[config.mk]
export PLATFORM = sky130hd
export DESIGN_NAME = seg7_scan_driver_flat
export DESIGN_NICKNAME = d
export VERILOG_FILES = /design/src/rtl/seg7_scan_driver_if.sv /design/src/rtl/seg7_scan_driver.sv /design/src/flat_wrapper.sv
export SDC_FILE = /design/constraint.sdc
export NUM_CORES = 1
export LEC_CHECK = 0
export BUFFER_PORTS_ARGS = -buffer_cell sky130_fd_sc_hd__buf_2
export CAP_MARGIN = 20
export CORE_AREA = 2 2 153 80
export CTS_CLUSTER_DIAMETER = 60
export DETAILED_ROUTE_END_ITERATION = 8
export DIE_AREA = 0 0 155 82
export PLACE_DENSITY_LB_ADDON = 0.12
export SETUP_SLACK_MARGIN = 0.5
export SLEW_MARGIN = 20
export SYNTH_ARGS = -nofsm -noshare
export SYNTH_HDL_FRONTEND = slang
export SYNTH_SLANG_ARGS = --single-unit
[constraint.sdc]
create_clock -name CLK -period 2.58 [get_ports CLK]
set_clock_uncertainty 0.05 [all_clocks]
set_input_delay 0.387 -clock CLK [delete_from_list [all_inputs] [get_ports CLK]]
set_output_delay 0.387 -clock CLK [all_outputs]
set_load 0.01 [all_outputs]
[src/rtl/seg7_scan_driver_if.sv]
// Display-word bundle between the control layer and the 7-segment scan driver.
// The control layer drives the word; the driver returns the panel signals.
interface seg7_scan_driver_if;
    logic [23:0] num_in;
    logic [5:0]  dp_in;
    logic [5:0]  blink_mask;
    logic [7:0]  seg_out;
    logic [5:0]  dig_sel;
    logic        frame_tick;

    modport master (
        output num_in, dp_in, blink_mask,
        input  seg_out, dig_sel, frame_tick
    );

    modport slave (
        input  num_in, dp_in, blink_mask,
        output seg_out, dig_sel, frame_tick
    );
endinterface

[src/rtl/seg7_scan_driver.sv]
// 6-digit multiplexed 7-segment driver with frame-snapshotted word,
// glyph decode, per-digit decimal points and blinking.
module seg7_scan_driver #(
    parameter int SCAN_DIV       = 50000,
    parameter int BLINK_FRAMES   = 250,
    parameter bit SEG_ACTIVE_LOW = 1'b1,
    parameter bit DIG_ACTIVE_LOW = 1'b1
) (
    input logic              CLK,
    input logic              RSTn,
    seg7_scan_driver_if.slave bus
);
    localparam int PW = $clog2(SCAN_DIV);
    localparam int FW = (BLINK_FRAMES > 1) ? $clog2(BLINK_FRAMES) : 1;
    localparam logic [PW-1:0] PMAX = PW'(SCAN_DIV - 1);
    localparam logic [FW-1:0] FMAX = FW'(BLINK_FRAMES - 1);
    localparam logic [7:0] SEG_OFF = {8{SEG_ACTIVE_LOW}};
    localparam logic [5:0] DIG_OFF = {6{DIG_ACTIVE_LOW}};

    logic [PW-1:0] pre_q, pre_d;
    logic [2:0]    idx_q, idx_d;
    logic [FW-1:0] fcnt_q, fcnt_d;
    logic          phase_q, phase_d;
    logic [23:0]   num_sh_q, num_sh_d;
    logic [5:0]    dp_sh_q, dp_sh_d;
    logic [5:0]    blink_sh_q, blink_sh_d;
    logic [7:0]    seg_q, seg_d;
    logic [5:0]    dig_q, dig_d;

    logic          wrap;
    logic          frame;
    logic [3:0]    nib;
    logic [6:0]    segs;
    logic [7:0]    glyph;
    logic          blank;

    always_ff @(posedge CLK or negedge RSTn) begin
        if (!RSTn) begin
            pre_q      <= '0;
            idx_q      <= '0;
            fcnt_q     <= '0;
            phase_q    <= 1'b0;
            num_sh_q   <= 24'hCCCCCC;
            dp_sh_q    <= '0;
            blink_sh_q <= '0;
            seg_q      <= SEG_OFF;
            dig_q      <= DIG_OFF;
        end else begin
            pre_q      <= pre_d;
            idx_q      <= idx_d;
            fcnt_q     <= fcnt_d;
            phase_q    <= phase_d;
            num_sh_q   <= num_sh_d;
            dp_sh_q    <= dp_sh_d;
            blink_sh_q <= blink_sh_d;
            seg_q      <= seg_d;
            dig_q      <= dig_d;
        end
    end

    always_comb begin
        wrap       = (pre_q == PMAX);
        frame      = wrap && (idx_q == 3'd5);
        pre_d      = wrap ? '0 : pre_q + 1'b1;
        idx_d      = idx_q;
        fcnt_d     = fcnt_q;
        phase_d    = phase_q;
        num_sh_d   = num_sh_q;
        dp_sh_d    = dp_sh_q;
        blink_sh_d = blink_sh_q;

        if (wrap) begin
            idx_d = (idx_q == 3'd5) ? 3'd0 : idx_q + 3'd1;
        end

        // Snapshot only at the frame boundary so a frame never tears.
        if (frame) begin
            num_sh_d   = bus.num_in;
            dp_sh_d    = bus.dp_in;
            blink_sh_d = bus.blink_mask;
            if (fcnt_q == FMAX) begin
                fcnt_d  = '0;
                phase_d = ~phase_q;
            end else begin
                fcnt_d = fcnt_q + 1'b1;
            end
        end
    end

    always_comb begin
        nib = num_sh_q[{idx_q, 2'b00} +: 4];
        segs = 7'h00;
        unique case (nib)
            4'h0:    segs = 7'h3F;
            4'h1:    segs = 7'h06;
            4'h2:    segs = 7'h5B;
            4'h3:    segs = 7'h4F;
            4'h4:    segs = 7'h66;
            4'h5:    segs = 7'h6D;
            4'h6:    segs = 7'h7D;
            4'h7:    segs = 7'h07;
            4'h8:    segs = 7'h7F;
            4'h9:    segs = 7'h6F;
            4'hA:    segs = 7'h40;
            4'hB:    segs = 7'h08;
            default: segs = 7'h00;
        endcase
        blank = phase_q & blink_sh_q[idx_q];
        glyph = blank ? 8'h00 : {dp_sh_q[idx_q], segs};
    end

    // Digit enables drop for the first cycle of each slot to avoid ghosting.
    always_comb begin
        seg_d = seg_q;
        dig_d = DIG_OFF;
        if (pre_q != '0) begin
            seg_d = glyph ^ SEG_OFF;
            dig_d = (6'b000001 << idx_q) ^ DIG_OFF;
        end
    end

    assign bus.seg_out    = seg_q;
    assign bus.dig_sel    = dig_q;
    assign bus.frame_tick = frame;
endmodule
[src/flat_wrapper.sv]
// flat-port wrapper written by rule: the top's interface ports become plain ports
module seg7_scan_driver_flat 
#(
    parameter int SCAN_DIV       = 50000,
    parameter int BLINK_FRAMES   = 250,
    parameter bit SEG_ACTIVE_LOW = 1'b1,
    parameter bit DIG_ACTIVE_LOW = 1'b1
)
  (CLK, RSTn, bus_num_in, bus_dp_in, bus_blink_mask, bus_seg_out, bus_dig_sel, bus_frame_tick);
  seg7_scan_driver_if bus_i ();
  input logic CLK;
  input logic RSTn;
  input wire logic [$bits(bus_i.num_in)-1:0] bus_num_in;
  input wire logic [$bits(bus_i.dp_in)-1:0] bus_dp_in;
  input wire logic [$bits(bus_i.blink_mask)-1:0] bus_blink_mask;
  output wire logic [$bits(bus_i.seg_out)-1:0] bus_seg_out;
  output wire logic [$bits(bus_i.dig_sel)-1:0] bus_dig_sel;
  output wire logic [$bits(bus_i.frame_tick)-1:0] bus_frame_tick;
  assign bus_i.num_in = bus_num_in;
  assign bus_i.dp_in = bus_dp_in;
  assign bus_i.blink_mask = bus_blink_mask;
  assign bus_seg_out = bus_i.seg_out;
  assign bus_dig_sel = bus_i.dig_sel;
  assign bus_frame_tick = bus_i.frame_tick;
  seg7_scan_driver #(.SCAN_DIV(SCAN_DIV), .BLINK_FRAMES(BLINK_FRAMES), .SEG_ACTIVE_LOW(SEG_ACTIVE_LOW), .DIG_ACTIVE_LOW(DIG_ACTIVE_LOW)) u_core (.CLK(CLK), .RSTn(RSTn), .bus(bus_i));
endmodule
* Word-level counts from Yosys, hierarchy flattened *
Memory sizes are Yosys's and may differ from the RTL's.
Cells that the tools add are included.

word-level totals
  register bits after elaboration = 78
  latch bits = 0
  RAM bits = 0
  bits in read-only memories = 112
  bits of input ports = 38
  output and inout port bits = 15
  logic and storage cells = 35
  memories kept = 1

memories
  memory            words  width  rd ports  clocked after memory_dff  write ports  line                    source
  (name not given)  16     7      1         0                         0            seg7_scan_driver.sv:93  unique case (nib)

operators by class
  $add $sub $neg = 3
  multiply operators = 0
  divide/modulo/power cells = 0
  magnitude comparators = 1
  equal/unequal tests = 3
  shifts and indexed selects = 2
  muxes and demuxes = 9
  bitwise operators = 4
  reductions and logical operators = 3

operator list
  operator                                                                      count
  24-bit by 6-bit variable part select with 4-bit output                        1
  16-bit by 1-bit adder with 16-bit output, second input constant               1
  16-bit == test, second input constant                                         1
  16-bit 2-to-1 mux                                                             1
  8-bit 2-to-1 mux                                                              2
  16-bit nonzero test                                                           1
  8-bit by 1-bit adder with 8-bit output, second input constant                 1
  8-bit == test, second input constant                                          1
  8-bit NOT                                                                     1
  1-bit binary-select mux with 3-bit select                                     2
  6-bit 2-to-1 mux                                                              1
  6-bit NOT                                                                     1
  1-bit by 3-bit << shifter with 6-bit output, first input constant             1
  3-bit by 4-bit less-than comparator with 1-bit output, second input constant  1
  3-bit by 1-bit adder with 3-bit output, second input constant                 1
  3-bit == test, second input constant                                          1
  3-bit 2-to-1 mux                                                              1
  1-bit 2-to-1 mux                                                              2
  2-bit AND reduction                                                           1
  1-bit bitwise AND                                                             1
  1-bit logical AND                                                             1
  1-bit NOT                                                                     1

* Depth between registers and ports, before layout *
  depth after elaboration = 5
  mapped depth = 12

* Least setup slack after synthesis *
Ideal clock, no wire load.

  path kind = reg-to-reg
  start = register u_core.idx_q[0]
  end = register u_core.seg_q[0], in the netlist u_core.bus.seg_out[0]
  data arrival time = 2.005 ns
  data required time = 2.447 ns
  path slack = 0.441 ns
  cell stages (with the launch flop) = 11
  buffers on the path = 2
  cells stage by stage = dfrtp_1 buf_2 buf_2 a21oi_1 a21oi_1 o22ai_1 inv_1 ha_1 o21ai_0 o211ai_1 a221o_1

on the way
  cells in the longest elaborated chain, start to end = 5
  elaborated cells between the ends (all ways) = 7
  classes of those cells = shift: 1; mux: 3; bitwise: 2; memory: 1

RTL lines
  what                                                                       line                     source
  start, declared                                                            seg7_scan_driver.sv:21   logic [2:0] idx_q, idx_d;
  start signal, assigned                                                     seg7_scan_driver.sv:50   idx_q <= idx_d;
  parallel branches: the longest is 3 deep, another holds memory 16 x 7 bit  n/a
  8-bit 2-to-1 mux (*)                                                       seg7_scan_driver.sv:109  glyph = blank ? 8'h00 : {dp_sh_q[idx_q], segs};
  8-bit NOT (no source line) (*)                                             n/a
  end signal, assigned                                                       seg7_scan_driver.sv:56   seg_q <= seg_d;
  end, declared                                                              seg7_scan_driver.sv:27   logic [7:0] seg_q, seg_d;

Every way passes the cells marked *. The select of a mux whose other input is x is not followed.
A chain may end at the register's enable or synchronous reset.

* Worst setup path in the final report *
  start = register u_core.pre_q[13]
  end = output port bus_frame_tick

on the way
  cells in the longest elaborated chain, start to end = 2

RTL lines
  what                    line                    source
  start, declared         seg7_scan_driver.sv:20  logic [PW-1:0] pre_q, pre_d;
  start signal, assigned  seg7_scan_driver.sv:49  pre_q <= pre_d;
  16-bit == test          seg7_scan_driver.sv:62  wrap = (pre_q == PMAX);
  1-bit logical AND       seg7_scan_driver.sv:63  frame = wrap && (idx_q == 3'd5);
  end, declared           flat_wrapper.sv:18      output wire logic [$bits(bus_i.frame_tick)-1:0] bus_frame_tick;

Every way passes these cells.

==> impl_metrics.yaml <==
outcome:
  status: "complete, but fails checks"
  violations: "hold timing"
logic_synthesis:
  avgSynthCellArea_um2: 9.04
  synth_edf_count: 0
  synth_top_flop_cell: "dfrtp_1"
  syn_area_mm2: 0.00389
  ys_seq_area_share_pct: 51.1
  synth_commonest_cells: "nand2_1, dfrtp_1, nor2_1, dfstp_2"
  yosysMostFrequentCell: "nand2_1"
  yosysTopAreaCell: "dfrtp_1"
  synth_area_leaders: "dfrtp_1, dfstp_2, nand2_1"
  synth_top_area_share_pct: 33.5
  ys_ff_latch: 78
  yosysWarningCount: 0
  postSynth.asyncResetShare_pct: 100
  yosys.cell_types.count: 48
  synth_cells: 430
  syn_nets: 479
floorplanning:
  fp.coreArea_mm2: 0.0115
  die-height_um: 82
  io-pin-count: 53
  dieArea_mm2: 0.0127
  die_x_um: 155
  num_rows: 28
  start_util_pct: 33.9
timing:
  min_period_over_period_pct: 92.2
  setup_ws_ns: 0.201
  max_freq_mhz: 420
  final-hold-violation-count: 5
  whs_ns: -0.00911
  rsz0062_at_grt: "true"
  finalMaxSlewViolations: 0
  min_period_ns: 2.38
  finalSetupTns_ns: 0
  setup_viol: 0
  worst_pin_slew_ns: 0.728
  slew_headroom_pct: 50.8
job:
  max-cap-violations: 0
drt:
  wl_per_cell_um: 16.6
  first_iter_violations: 235
  drc: 0
  vias_per_cell: 4.95
  num_vias: 3334
  drt_wl_total_mm: 11.2
  dr.pass1.iters: 4
  postRouteAntennaNets: 0
cells_and_area:
  seqCellArea_mm2: 0.00199
  layout.nets: 569
  syn_to_final_growth_pct: 39.2
  nFillCells: 1115
  drive_gt1_share_pct: 40.1
  diodes: 0
  multi_input_area_mm2: 0.00202
  fin_cells: 674
global_route:
  gr-total-overflow: 0
  grt_max_degree: 42
  antenna_found_initial: 0
  grt_pass1_vias: 3175
  grt_pass1_wl_mm: 17.2
  grt.total_usage_pct: 17.9
pwr:
  leakage_nw: 2.42
  power_density_mw_per_mm2: 488
  peakVddDrop_v: 0.000341
clocking:
  cts.reportedPaths.clkPinSlew_ns: 0.06
  root_buffer: "clkbuf_16"
  clock-sinks: 78
  hold_buffers: 0
  cts_tree: "done"
  max-clock-path-buffers: 2
  clock_latency_ns: 0.33
  h-tree-depth: 3
  cts_made_buffers: 9
critical_path:
  path_cells: "or4_4 > nor4_4 > buf_4 > nand3_4 > nor2b_1 > buf_2"
  worstSetupStartpointType: "flip-flop"
  critPathSlowestCell: "or4_4"
  critical_path_required_ns: 2.14
  arrival_ns: 1.94
  critPathMaxFanout: 2
  cp-end-kind: "output pin"
  path_class: "flip-flop to output pin"
  max_stage_delay_ns: 0.55
placed_design:
  dp.final_hpwl_mm: 7.31
  place_inst: 627
  io_buffers: 52
  dp_slack_ns: 0.145
  gp_congestion: 0.848
min_path:
  hold_class: "input port to asynchronous set/reset pin"
report_power, final:
part           leakage (nW)  internal (W)  switching, W
clock network         0.156      0.000861      0.000491
registers             0.857       0.00123             0
logic                  1.41     0.0000244     0.0000377
metal layers:
| metal | GRT usage [%] | part of all wire (%) |
|---|---|---|
| met1 | 27.5 | 53 |
| met2 | 25.3 | 40 |
| met3 | 4.17 | 6.2 |
| met4 | 3.52 | 0.70 |
| met5 | 0 | 0 |
layout by cell type, fill, tap and decap left out, types with 5 or more instances in the layout:
master,count
dfstp_2,26
buf_12,5
o21ai_0,6
buf_6,12
nor3_1,7
nand2_1,107
nor2_1,21
a31oi_1,5
dfrtp_1,50
o21ai_1,7
xor2_1,9
buf_2,51
ha_1,11
clkbuf_16,12
nand2b_1,7
nand3_1,13
inv_1,8
xnor2_1,6
nand2_2,29
a21oi_1,13
buf_4,19
o21ai_2,5
worst max-delay path, delay by kind of cell (launching register included):
family	cells	cell delay [ns]
buffers and inverters	2	0.32
DFF	1	0.38
and+or+nand+nor	4	0.92
path summary, 6_finish.rpt:
path | startpoint | end | slack, ns | cells past startpoint
worst min-delay path | RSTn | u_core.dp_sh_q[1] | -0.009 | 1
min in group CLK | bus_num_in[7] | u_core.num_sh_q[7] | 0.19 | 3
worst max register to register | u_core.pre_q[13] | u_core.fcnt_q[2] | 0.23 | 9
worst max-delay path | u_core.pre_q[13] | bus_frame_tick | 0.20 | 6
max in group asynchronous | RSTn | u_core.bus.seg_out[1] | 1.81 | 2
worst min register to register | u_core.fcnt_q[6] | u_core.fcnt_q[6] | 0.41 | 1
per-stage QoR:
step           hold WS [ns]  cell area (µm²)  util, %  power, W
6_report           -0.00911             5410     47.2   0.00264
2_1_floorplan        0.0414             3890        -   0.00125
3_5_place_dp          0.374             4370     38.1   0.00131
5_1_grt              0.0381             5410     47.2   0.00274
3_3_place_gp          0.380             4370     38.1   0.00131
4_1_cts              0.0158             5130     44.8   0.00267
state kept, by name (all words and copies together), names as in the netlist:
name / count
u_core.fcnt_q: 8
u_core.num_sh_q: 24
u_core.dp_sh_q: 6
u_core.bus.dig_sel: 6
u_core.idx_q: 3
u_core.phase_q: 1
u_core.blink_sh_q: 6
u_core.bus.seg_out: 8
u_core.pre_q: 16
cell families (layout without fill, tap and decap cells):
| family | after synthesis | count (layout) | synth area share, % |
|---|---|---|---|
| xor gates and xnor gates | 16 | 16 | 3.61 |
| DFF | 78 | 78 | 51.1 |
| AOI/OAI and AO/OA | 67 | 67 | 10.9 |
| muxes | 5 | 5 | 2.03 |
| and+or+nand+nor | 223 | 224 | 25.4 |
| buffers and inverters | 30 | 123 | 3.51 |
| adders and majority gates | 11 | 11 | 3.54 |
area by class of cell:
| cell class | count | share of cell area, % |
|---|---|---|
| Multi-Input combinational cell | 323 | 37.3 |
| Clock buffer | 10 | 4.42 |
| Inverter | 11 | 0.764 |
| Clock inverter | 5 | 1.37 |
| Timing Repair Buffer | 97 | 16.0 |
| Sequential cell | 78 | 36.7 |
| Tap cell | 150 | 3.47 |
timing repair:
item,4_1_cts,5_1_grt
resized for setup,67,45
cloned,5,3
endpoints found under the setup margin,47,71
setup buffers,16,8
pin swaps,15,30
(Power assumes the default switching activity.)
